===== config.mk =====
export PLATFORM = sky130hd
export DESIGN_NAME = sd_block_seq
export DESIGN_NICKNAME = d
export VERILOG_FILES = /design/src/rtl/sd_block_seq_pkg.sv /design/src/rtl/sd_block_seq.sv
export SDC_FILE = /design/constraint.sdc
export NUM_CORES = 1
export LEC_CHECK = 0
export ABC_AREA = 1
export CORE_MARGIN = 1
export CORE_UTILIZATION = 30
export CTS_CLUSTER_DIAMETER = 100
export DETAILED_ROUTE_END_ITERATION = 16
export HOLD_SLACK_MARGIN = 0.06
export SLEW_MARGIN = 20
export SYNTH_ARGS = -nofsm -noshare
export SYNTH_HDL_FRONTEND = slang
export SYNTH_SLANG_ARGS = --single-unit

===== constraint.sdc =====
create_clock -name clk -period 2.2 [get_ports clk]
set_input_delay 0.33 -clock clk [delete_from_list [all_inputs] [get_ports clk]]
set_output_delay 0.33 -clock clk [all_outputs]
set_load 0.1 [all_outputs]

===== src/rtl/sd_block_seq_pkg.sv =====
// Shared types and constants for the SD single-block request sequencer.
package sd_block_seq_pkg;

  typedef enum logic [3:0] {
    StIdle, StArg0, StArg1, StArg2, StArg3, StBufLo, StCsr,
    StCmd, StStart, StGap, StPoll, StAbort, StDone
  } state_e;

  // CSR bit positions
  localparam int unsigned SYNC_RESET = 0;
  localparam int unsigned START      = 1;
  localparam int unsigned INC_ADDR   = 2;
  localparam int unsigned RESP_LSB   = 3;
  localparam int unsigned RESP_MSB   = 4;
  localparam int unsigned FAST       = 5;
  localparam int unsigned BUFHI_LSB  = 6;
  localparam int unsigned BUFHI_MSB  = 7;

  localparam logic [5:0] CMD_DONE_MARK = 6'h3F;
  localparam logic [1:0] STATUS_ABORT  = 2'b11;

  function automatic logic [7:0] csr_word(input logic [1:0] buf_hi, input logic fast,
                                          input logic [1:0] resp, input logic start);
    logic [7:0] w;
    w                      = '0;
    w[BUFHI_MSB:BUFHI_LSB] = buf_hi;
    w[FAST]                = fast;
    w[RESP_MSB:RESP_LSB]   = resp;
    w[START]               = start;
    return w;
  endfunction

endpackage


===== src/rtl/sd_block_seq.sv =====
// Sequences ARG/BUF/CSR/CMD register writes for one SD block transfer, then polls CMD
// for the completion mark, with abort and poll-timeout handling.
module sd_block_seq
  import sd_block_seq_pkg::*;
#(
  parameter logic [7:0]  REG_ADDR_CSR      = 8'd0,
  parameter logic [7:0]  REG_ADDR_CMD      = 8'd1,
  parameter logic [7:0]  REG_ADDR_ARG0     = 8'd2,
  parameter logic [7:0]  REG_ADDR_ARG1     = 8'd3,
  parameter logic [7:0]  REG_ADDR_ARG2     = 8'd4,
  parameter logic [7:0]  REG_ADDR_ARG3     = 8'd5,
  parameter logic [7:0]  REG_ADDR_BUF_ADDR = 8'd6,
  parameter logic [5:0]  CMD_READ          = 6'd17,
  parameter logic [5:0]  CMD_WRITE         = 6'd24,
  parameter logic [1:0]  RESP_TYPE         = 2'b00,
  parameter logic        SCLK_FAST         = 1'b1,
  parameter bit          BYTE_ADDR         = 1'b0,
  parameter int unsigned TIMEOUT_CYCLES    = 2 ** 22
) (
  input  logic        clk,
  input  logic        reset_n,
  input  logic        req_i,
  input  logic        req_wr_i,
  input  logic [31:0] lba_i,
  input  logic [9:0]  buf_base_i,
  input  logic        abort_i,
  output logic        busy_o,
  output logic        done_o,
  output logic [1:0]  status_o,
  output logic        timeout_o,
  output logic        stb_o,
  output logic        we_o,
  output logic [7:0]  adr_wr_o,
  output logic [7:0]  adr_rd_o,
  output logic [7:0]  dat_o,
  input  logic [7:0]  dat_i
);

  localparam logic [22:0] TimeoutLimit = 23'(TIMEOUT_CYCLES);

  state_e      state_q, state_d;
  logic [31:0] lba_q, lba_d;
  logic [9:0]  buf_q, buf_d;
  logic        wr_q, wr_d;
  logic [22:0] cnt_q, cnt_d;
  logic        gap_q, gap_d;
  logic [7:0]  smp_q, smp_d;
  logic        smp_vld_q, smp_vld_d;
  logic        timed_out_q, timed_out_d;
  logic [1:0]  status_q, status_d;
  logic        timeout_q, timeout_d;

  logic [31:0] arg;
  logic        match;
  logic        abortable;

  assign arg   = BYTE_ADDR ? {lba_q[22:0], 9'd0} : lba_q;
  assign match = smp_vld_q && (smp_q[5:0] == CMD_DONE_MARK);

  always_comb begin
    state_d     = state_q;
    lba_d       = lba_q;
    buf_d       = buf_q;
    wr_d        = wr_q;
    cnt_d       = cnt_q;
    gap_d       = gap_q;
    timed_out_d = timed_out_q;
    status_d    = status_q;
    timeout_d   = timeout_q;
    smp_d       = smp_q;
    smp_vld_d   = (state_q == StPoll);
    stb_o       = 1'b0;
    we_o        = 1'b0;
    adr_wr_o    = '0;
    dat_o       = '0;
    abortable   = 1'b1;

    unique case (state_q)
      StIdle: begin
        abortable = 1'b0;
        if (req_i) begin
          lba_d       = lba_i;
          buf_d       = buf_base_i;
          wr_d        = req_wr_i;
          timed_out_d = 1'b0;
          state_d     = StArg0;
        end
      end
      StArg0:  begin stb_o = 1'b1; we_o = 1'b1; adr_wr_o = REG_ADDR_ARG0; dat_o = arg[7:0];
                     state_d = StArg1; end
      StArg1:  begin stb_o = 1'b1; we_o = 1'b1; adr_wr_o = REG_ADDR_ARG1; dat_o = arg[15:8];
                     state_d = StArg2; end
      StArg2:  begin stb_o = 1'b1; we_o = 1'b1; adr_wr_o = REG_ADDR_ARG2; dat_o = arg[23:16];
                     state_d = StArg3; end
      StArg3:  begin stb_o = 1'b1; we_o = 1'b1; adr_wr_o = REG_ADDR_ARG3; dat_o = arg[31:24];
                     state_d = StBufLo; end
      StBufLo: begin stb_o = 1'b1; we_o = 1'b1; adr_wr_o = REG_ADDR_BUF_ADDR;
                     dat_o = buf_q[7:0]; state_d = StCsr; end
      StCsr: begin
        stb_o    = 1'b1;
        we_o     = 1'b1;
        adr_wr_o = REG_ADDR_CSR;
        dat_o    = csr_word(buf_q[9:8], SCLK_FAST, RESP_TYPE, 1'b0);
        state_d  = StCmd;
      end
      StCmd: begin
        stb_o    = 1'b1;
        we_o     = 1'b1;
        adr_wr_o = REG_ADDR_CMD;
        dat_o    = {2'b00, (wr_q ? CMD_WRITE : CMD_READ)};
        state_d  = StStart;
      end
      StStart: begin
        stb_o    = 1'b1;
        we_o     = 1'b1;
        adr_wr_o = REG_ADDR_CSR;
        dat_o    = csr_word(buf_q[9:8], SCLK_FAST, RESP_TYPE, 1'b1);
        gap_d    = 1'b0;
        state_d  = StGap;
      end
      // Two idle cycles so the register block's CMD readback reflects the start write.
      StGap: begin
        gap_d = ~gap_q;
        cnt_d = '0;
        if (gap_q) state_d = StPoll;
      end
      StPoll: begin
        stb_o = 1'b1;
        smp_d = dat_i;
        if (match) begin
          status_d  = smp_q[7:6];
          timeout_d = 1'b0;
          state_d   = StDone;
        end else if (cnt_q >= TimeoutLimit) begin
          timed_out_d = 1'b1;
          state_d     = StAbort;
        end else if (cnt_q != '1) begin
          cnt_d = cnt_q + 23'd1;
        end
      end
      StAbort: begin
        stb_o     = 1'b1;
        we_o      = 1'b1;
        adr_wr_o  = REG_ADDR_CSR;
        dat_o     = 8'(1 << SYNC_RESET);
        status_d  = STATUS_ABORT;
        timeout_d = timed_out_q;
        state_d   = StDone;
      end
      StDone: begin
        abortable = 1'b0;
        state_d   = StIdle;
      end
      default: begin
        abortable = 1'b0;
        state_d   = StIdle;
      end
    endcase

    // A completion seen in the same cycle as abort_i takes priority.
    if (abort_i && abortable && (state_q != StAbort) && !(state_q == StPoll && match)) begin
      state_d = StAbort;
    end
  end

  assign adr_rd_o  = REG_ADDR_CMD;
  assign busy_o    = (state_q != StIdle) && (state_q != StDone);
  assign done_o    = (state_q == StDone);
  assign status_o  = status_q;
  assign timeout_o = timeout_q;

  always_ff @(posedge clk or negedge reset_n) begin
    if (!reset_n) begin
      state_q     <= StIdle;
      lba_q       <= '0;
      buf_q       <= '0;
      wr_q        <= 1'b0;
      cnt_q       <= '0;
      gap_q       <= 1'b0;
      smp_q       <= '0;
      smp_vld_q   <= 1'b0;
      timed_out_q <= 1'b0;
      status_q    <= '0;
      timeout_q   <= 1'b0;
    end else begin
      state_q     <= state_d;
      lba_q       <= lba_d;
      buf_q       <= buf_d;
      wr_q        <= wr_d;
      cnt_q       <= cnt_d;
      gap_q       <= gap_d;
      smp_q       <= smp_d;
      smp_vld_q   <= smp_vld_d;
      timed_out_q <= timed_out_d;
      status_q    <= status_d;
      timeout_q   <= timeout_d;
    end
  end

endmodule


## After elaboration in Yosys (flattened, before gate mapping)

Cells that the tools add are included.
Widths: inputs -> output; s select.

- $add $sub $neg: 1
- Magnitude comparators: 1
- Equal/unequal tests: 25
- Muxes and demuxes: 25
- Bitwise gates (word level): 1
- Reductions and logical operators: 21

Operators by type and width:

| cell | number |
|---|---|
| $pmux 8 s9 | 1 |
| $mux 23 | 3 |
| $pmux 4 s12 | 1 |
| $pmux 23 s2 | 1 |
| $mux 4 | 6 |
| $add 23x1->23 const B | 1 |
| $ge 23x23->1 const B | 1 |
| $ne 23x23->1 const B | 1 |
| $eq 4x4->1 const B | 5 |
| $pmux 3 s6 | 1 |
| $eq 4x3->1 const B | 4 |
| $reduce_or 11->1 | 1 |
| $reduce_or 10->1 | 1 |
| $reduce_or 9->1 | 1 |
| $eq 4x2->1 const B | 2 |
| $ne 4x4->1 const B | 2 |
| $reduce_and 4->1 | 2 |
| $reduce_bool 2->1 | 4 |
| $mux 1 | 7 |
| $eq 6x6->1 const B | 1 |
| $logic_and 1x1->1 | 6 |
| $ne 2x1->1 const B | 3 |
| $ne 2x2->1 const B | 3 |
| $ne 3x3->1 const B | 2 |
| other kinds (11) | 14 |

- Register bits: 84
- Input port bits: 55
- Output and inout bits: 31
- Logic and storage cells: 85

## Longest topological paths before layout

- Depth after elaboration: 8
- Mapped depth: 10
- Mapped depth without buffers: 10

## Worst setup path before layout

OpenSTA, ideal clock, no wires.

- Path kind: register to output
- From: reg state_q[2]
- To: out stb_o
- Arrival: 2.939 ns
- Data required time: 1.870 ns
- Path slack: -1.069 ns
- Stages on the path, launching flop included: 5
- Buffers on the path: 0
- Path through: dfrtp_1 -> inv_1 -> ha_1 -> inv_1 -> o21ai_0

- Cells in the longest elaborated chain, start to end: 3
- Elaborated cells between the ends (all ways): 12
- Classes of those cells: eq/ne (10); mux (1); reduce/logical (1)

Ends and longest elaborated chain:

| item | line | RTL |
|---|---|---|
| start: declaration | sd_block_seq.sv:41 | `state_e state_q, state_d;` |
| start signal: assignment | sd_block_seq.sv:174 | `state_q <= StIdle;` |
| start signal: assignment | sd_block_seq.sv:186 | `state_q <= state_d;` |
| $eq 4x4->1, or another cell as far along | sd_block_seq.sv:78 | `unique case (state_q)` |
| $reduce_or 10->1 (no source line) * | n/a |  |
| $mux 1 * | sd_block_seq.sv:78 |  |
| end: declaration | sd_block_seq.sv:31 | `output logic stb_o,` |

Mark *: on every way between the ends. The rest lies on a longest branch, timed or not.

## Worst setup path in the final report

- From: reg state_q[2]
- To: out dat_o[0]

- Cells in the longest elaborated chain, start to end: 2
- Elaborated cells between the ends (all ways): 10
- Classes of those cells: eq/ne (9); mux (1)

Ends and longest elaborated chain:

| item | line | RTL |
|---|---|---|
| $eq 4x4->1, or another cell as far along | sd_block_seq.sv:78 |  |
| $pmux 8 s9 * | sd_block_seq.sv:78 |  |
| end: declaration | sd_block_seq.sv:35 | `output logic [7:0] dat_o,` |

Marked as above.

==> flow_metrics.tcl <==
set metrics [dict create \
    grt_antenna_before_repair 0 \
    synth-edff-count 0 \
    critical_path.startpoint "state_q[2]$_DFFE_PN0P_" \
    avgViaCountPerCell 4.679 \
    cts_buffer_depth 2 \
    endpoint_kind "primary output" \
    area_growth_pct 33.22 \
    final_core_util_pct 41.15 \
    syn_area_per_cell_um2 8.728 \
    fin_crit_ns 2.165 \
    final_max_slew_viol_count 0 \
    fin_nets 695 \
    critPathLaunchType "flop" \
    grt_pass1_wl_mm 20.11 \
    wl_mm 12.46 \
    crit_type "reg2out" \
    postRouteAntennaNets 0 \
    setup_viol_count_final 0 \
    yosysWarnings 0 \
    crit_chain "inv_4 > ha_4 > nand3_4 > inv_4 > nand2_1 > o21ai_1 > a21oi_1 > nand4_1 > buf_12" \
    synth_top_flop_cell "dfrtp_1" \
    cpMaxStageDelayCell "dfrtp_2" \
    row_count 45 \
    dieHeight_um 127.6 \
    drt_iter0_drc 271 \
    htree_levels 3 \
    dieArea_mm2 0.01628 \
    grt_max_degree 46 \
    synthCells 542 \
    crit_path_max_incr_delay_ns 0.42 \
    cts.clk_slew.worst_paths_ns 0.07 \
    cp.buffers_inverters 3 \
    fin_worst_skew_ns 0.005099 \
    period_share_pct 98.43 \
    syn_area_mm2 0.004731 \
    initial_core_util_pct 30.89 \
    vias 3977 \
    cpLargestDelayFamily "flip-flops" \
    dp.cells 819 \
    hpwl_mm 8.878 \
    cts_tree "done" \
    ys_ff_latch 84 \
    critical_path.max_fanout 7 \
    cellPowerDensity_mw_per_mm2 1461 \
    grt_util_all_layers_pct 16.02 \
    overflow 0 \
    cts_made_buffers 9 \
    p_leak_nw 2.991 \
    ir_worst_vdd_uv 1440 \
    drive_above_1_share_pct 23.00 \
    async_reset_ff_share_pct 100.0 \
    status "finished clean" \
    clockRootBuffer "clkbuf_16" \
    drc 0 \
    clock_latency_ns 0.35 \
    clock_sinks 84 \
    arrival_ns 1.84 \
    maxCapViolations 0 \
    synth_seq_area_share_pct 44.43 \
    yosysTopAreaCellShare_pct 44.43 \
    hp-class "in2async" \
    io_buffers 72 \
    pin_count 86 \
    dr.pass1.iters 4 \
    finalSetupTns_ns 0 \
    rsz0062_at_grt "true" \
    antenna_cells 0 \
    required_ns 1.87 \
    core-area_mm2 0.01531 \
    hold_viol 0 \
    worstReg2RegStart "state_q[2]$_DFFE_PN0P_" \
    fin_cells 850 \
    ys_top_cells_by_count "171 x nand2_1, 84 x dfrtp_1, 46 x inv_1, 44 x nor2_1, 38 x mux2_4" \
    avgRoutedWirePerCell_um 14.65 \
    place_congestion 0.9000 \
    synth_area_leaders "dfrtp_1 44%, nand2_1 14%, mux2_4 12%" \
    crit_top_cell "inv_4" \
    die_w_um 127.6 \
    clock.fmax_mhz 461.8 \
    grt_pass1_vias 4009 \
    yosysMostFrequentCell "nand2_1" \
    synth_top_area_cell "dfrtp_1" \
    yosysUniqueCellTypes 33 \
]
[registers in the layout (all words and copies together), names as in the netlist]
name and count:
buf_q 10, wr_q 1, smp_vld_q 1, status_o 2, timed_out_q 1, gap_q 1
smp_q 8, cnt_q 23, timeout_o 1, state_q 4, arg 32
[power by group]
group	internal, mW	switching [mW]
registers	2.12	0.430
logic	1.94	3.12
clock network	0.903	0.696
total	4.96	4.25
[final timing paths]
| path | depth (start not counted) | end | slack, ns |
|---|---|---|---|
| min | 2 | cnt_q[13]$_DFFE_PN0P_ | 0.39 |
| max in group asynchronous | 3 | state_q[0]$_DFFE_PN0P_ | 1.16 |
| max reg2reg | 7 | buf_q[1]$_DFFE_PN0P_ | 0.27 |
| max | 9 | dat_o[0] | 0.03 |
| min in group clk | 2 | smp_q[2]$_DFFE_PN0P_ | 0.49 |
| min reg2reg | 2 | smp_q[2]$_DFFE_PN0P_ | 0.49 |
[cells by family (layout without fill, tap and decap cells)]
logic type                 after synthesis  after routing  share of synthesized area (%)
adders and majority gates                6              6                          1.587
xor gates and xnor gates                 1              1                         0.1852
AOI/OAI and AO/OA                       44             44                          4.893
and+or+nand+nor                        285            286                          26.50
buffers and inverters                   77            162                          8.992
DFF                                     84             84                          44.43
muxes                                   43             43                          13.25
other                                    2             13                         0.1587
[through the flow]
stage / area (um^2) / total power [mW] / hold WS, ns / setup slack, ns
global placement: 5786 / 7.232 / 0.2116 / 0.2544
CTS: 6222 / 9.127 / 0.3856 / -0.02236
floorplan: 4821 / 5.838 / 0.03441 / -0.01694
finish: 6302 / 9.209 / 0.3895 / 0.03452
detailed placement: 5786 / 7.317 / 0.2117 / 0.2078
global route: 6302 / 9.669 / 0.4015 / -0.05063
[final cells by class]
class	count	area [um^2]
Sequential cell	84	2106
Inverter	53	217.7
Timing Repair Buffer	93	1033
Clock inverter	7	81.33
Tap cell	211	264.0
Clock buffer	9	225.2
Fill cell	1496	9012
Multi-Input combinational cell	393	2375
[what timing repair did]
action / 4_1_cts / 5_1_grt
endpoints found under the hold margin: 12 / 0
pin swaps: 8 / 9
hold buffers: 1 / 0
setup endpoints to repair: 10 / 10
cloned: 1 / 0
buffers inserted: 7 / 6
resized for setup: 18 / 11
[cells in the final DEF (no fill, tap or decap), drive strengths merged, types with 13 or more instances in the layout]
cell | netlist | final
dfrtp | 84 | 84
clkdlybuf4s50 | 0 | 53
nor2 | 48 | 49
a21oi | 17 | 17
o21ai | 23 | 23
mux2 | 43 | 43
buf | 24 | 39
conb | 2 | 13
nand4 | 30 | 30
nand2 | 174 | 174
inv | 52 | 57
nand3 | 28 | 28
[worst reg2reg max path, cell delays in order (launching register included)]
cell	delay, ns
dfrtp_2	0.42
inv_4	0.07
ha_4	0.19
buf_4	0.15
nand2_4	0.08
clkinv_2	0.11
nand2_8	0.36
mux2_2	0.44
[per-layer routing]
metal	GRT usage (%)	routed length (um)	up-vias	share of wire [%]
met5	0	0	-	0
met4	6.021	209	0	1.7
met3	4.648	762	14	6.1
met2	26.71	6051	131	49
met1	19.59	5432	1901	44
li1	-	-	1931	-
(Power assumes the default switching activity.)
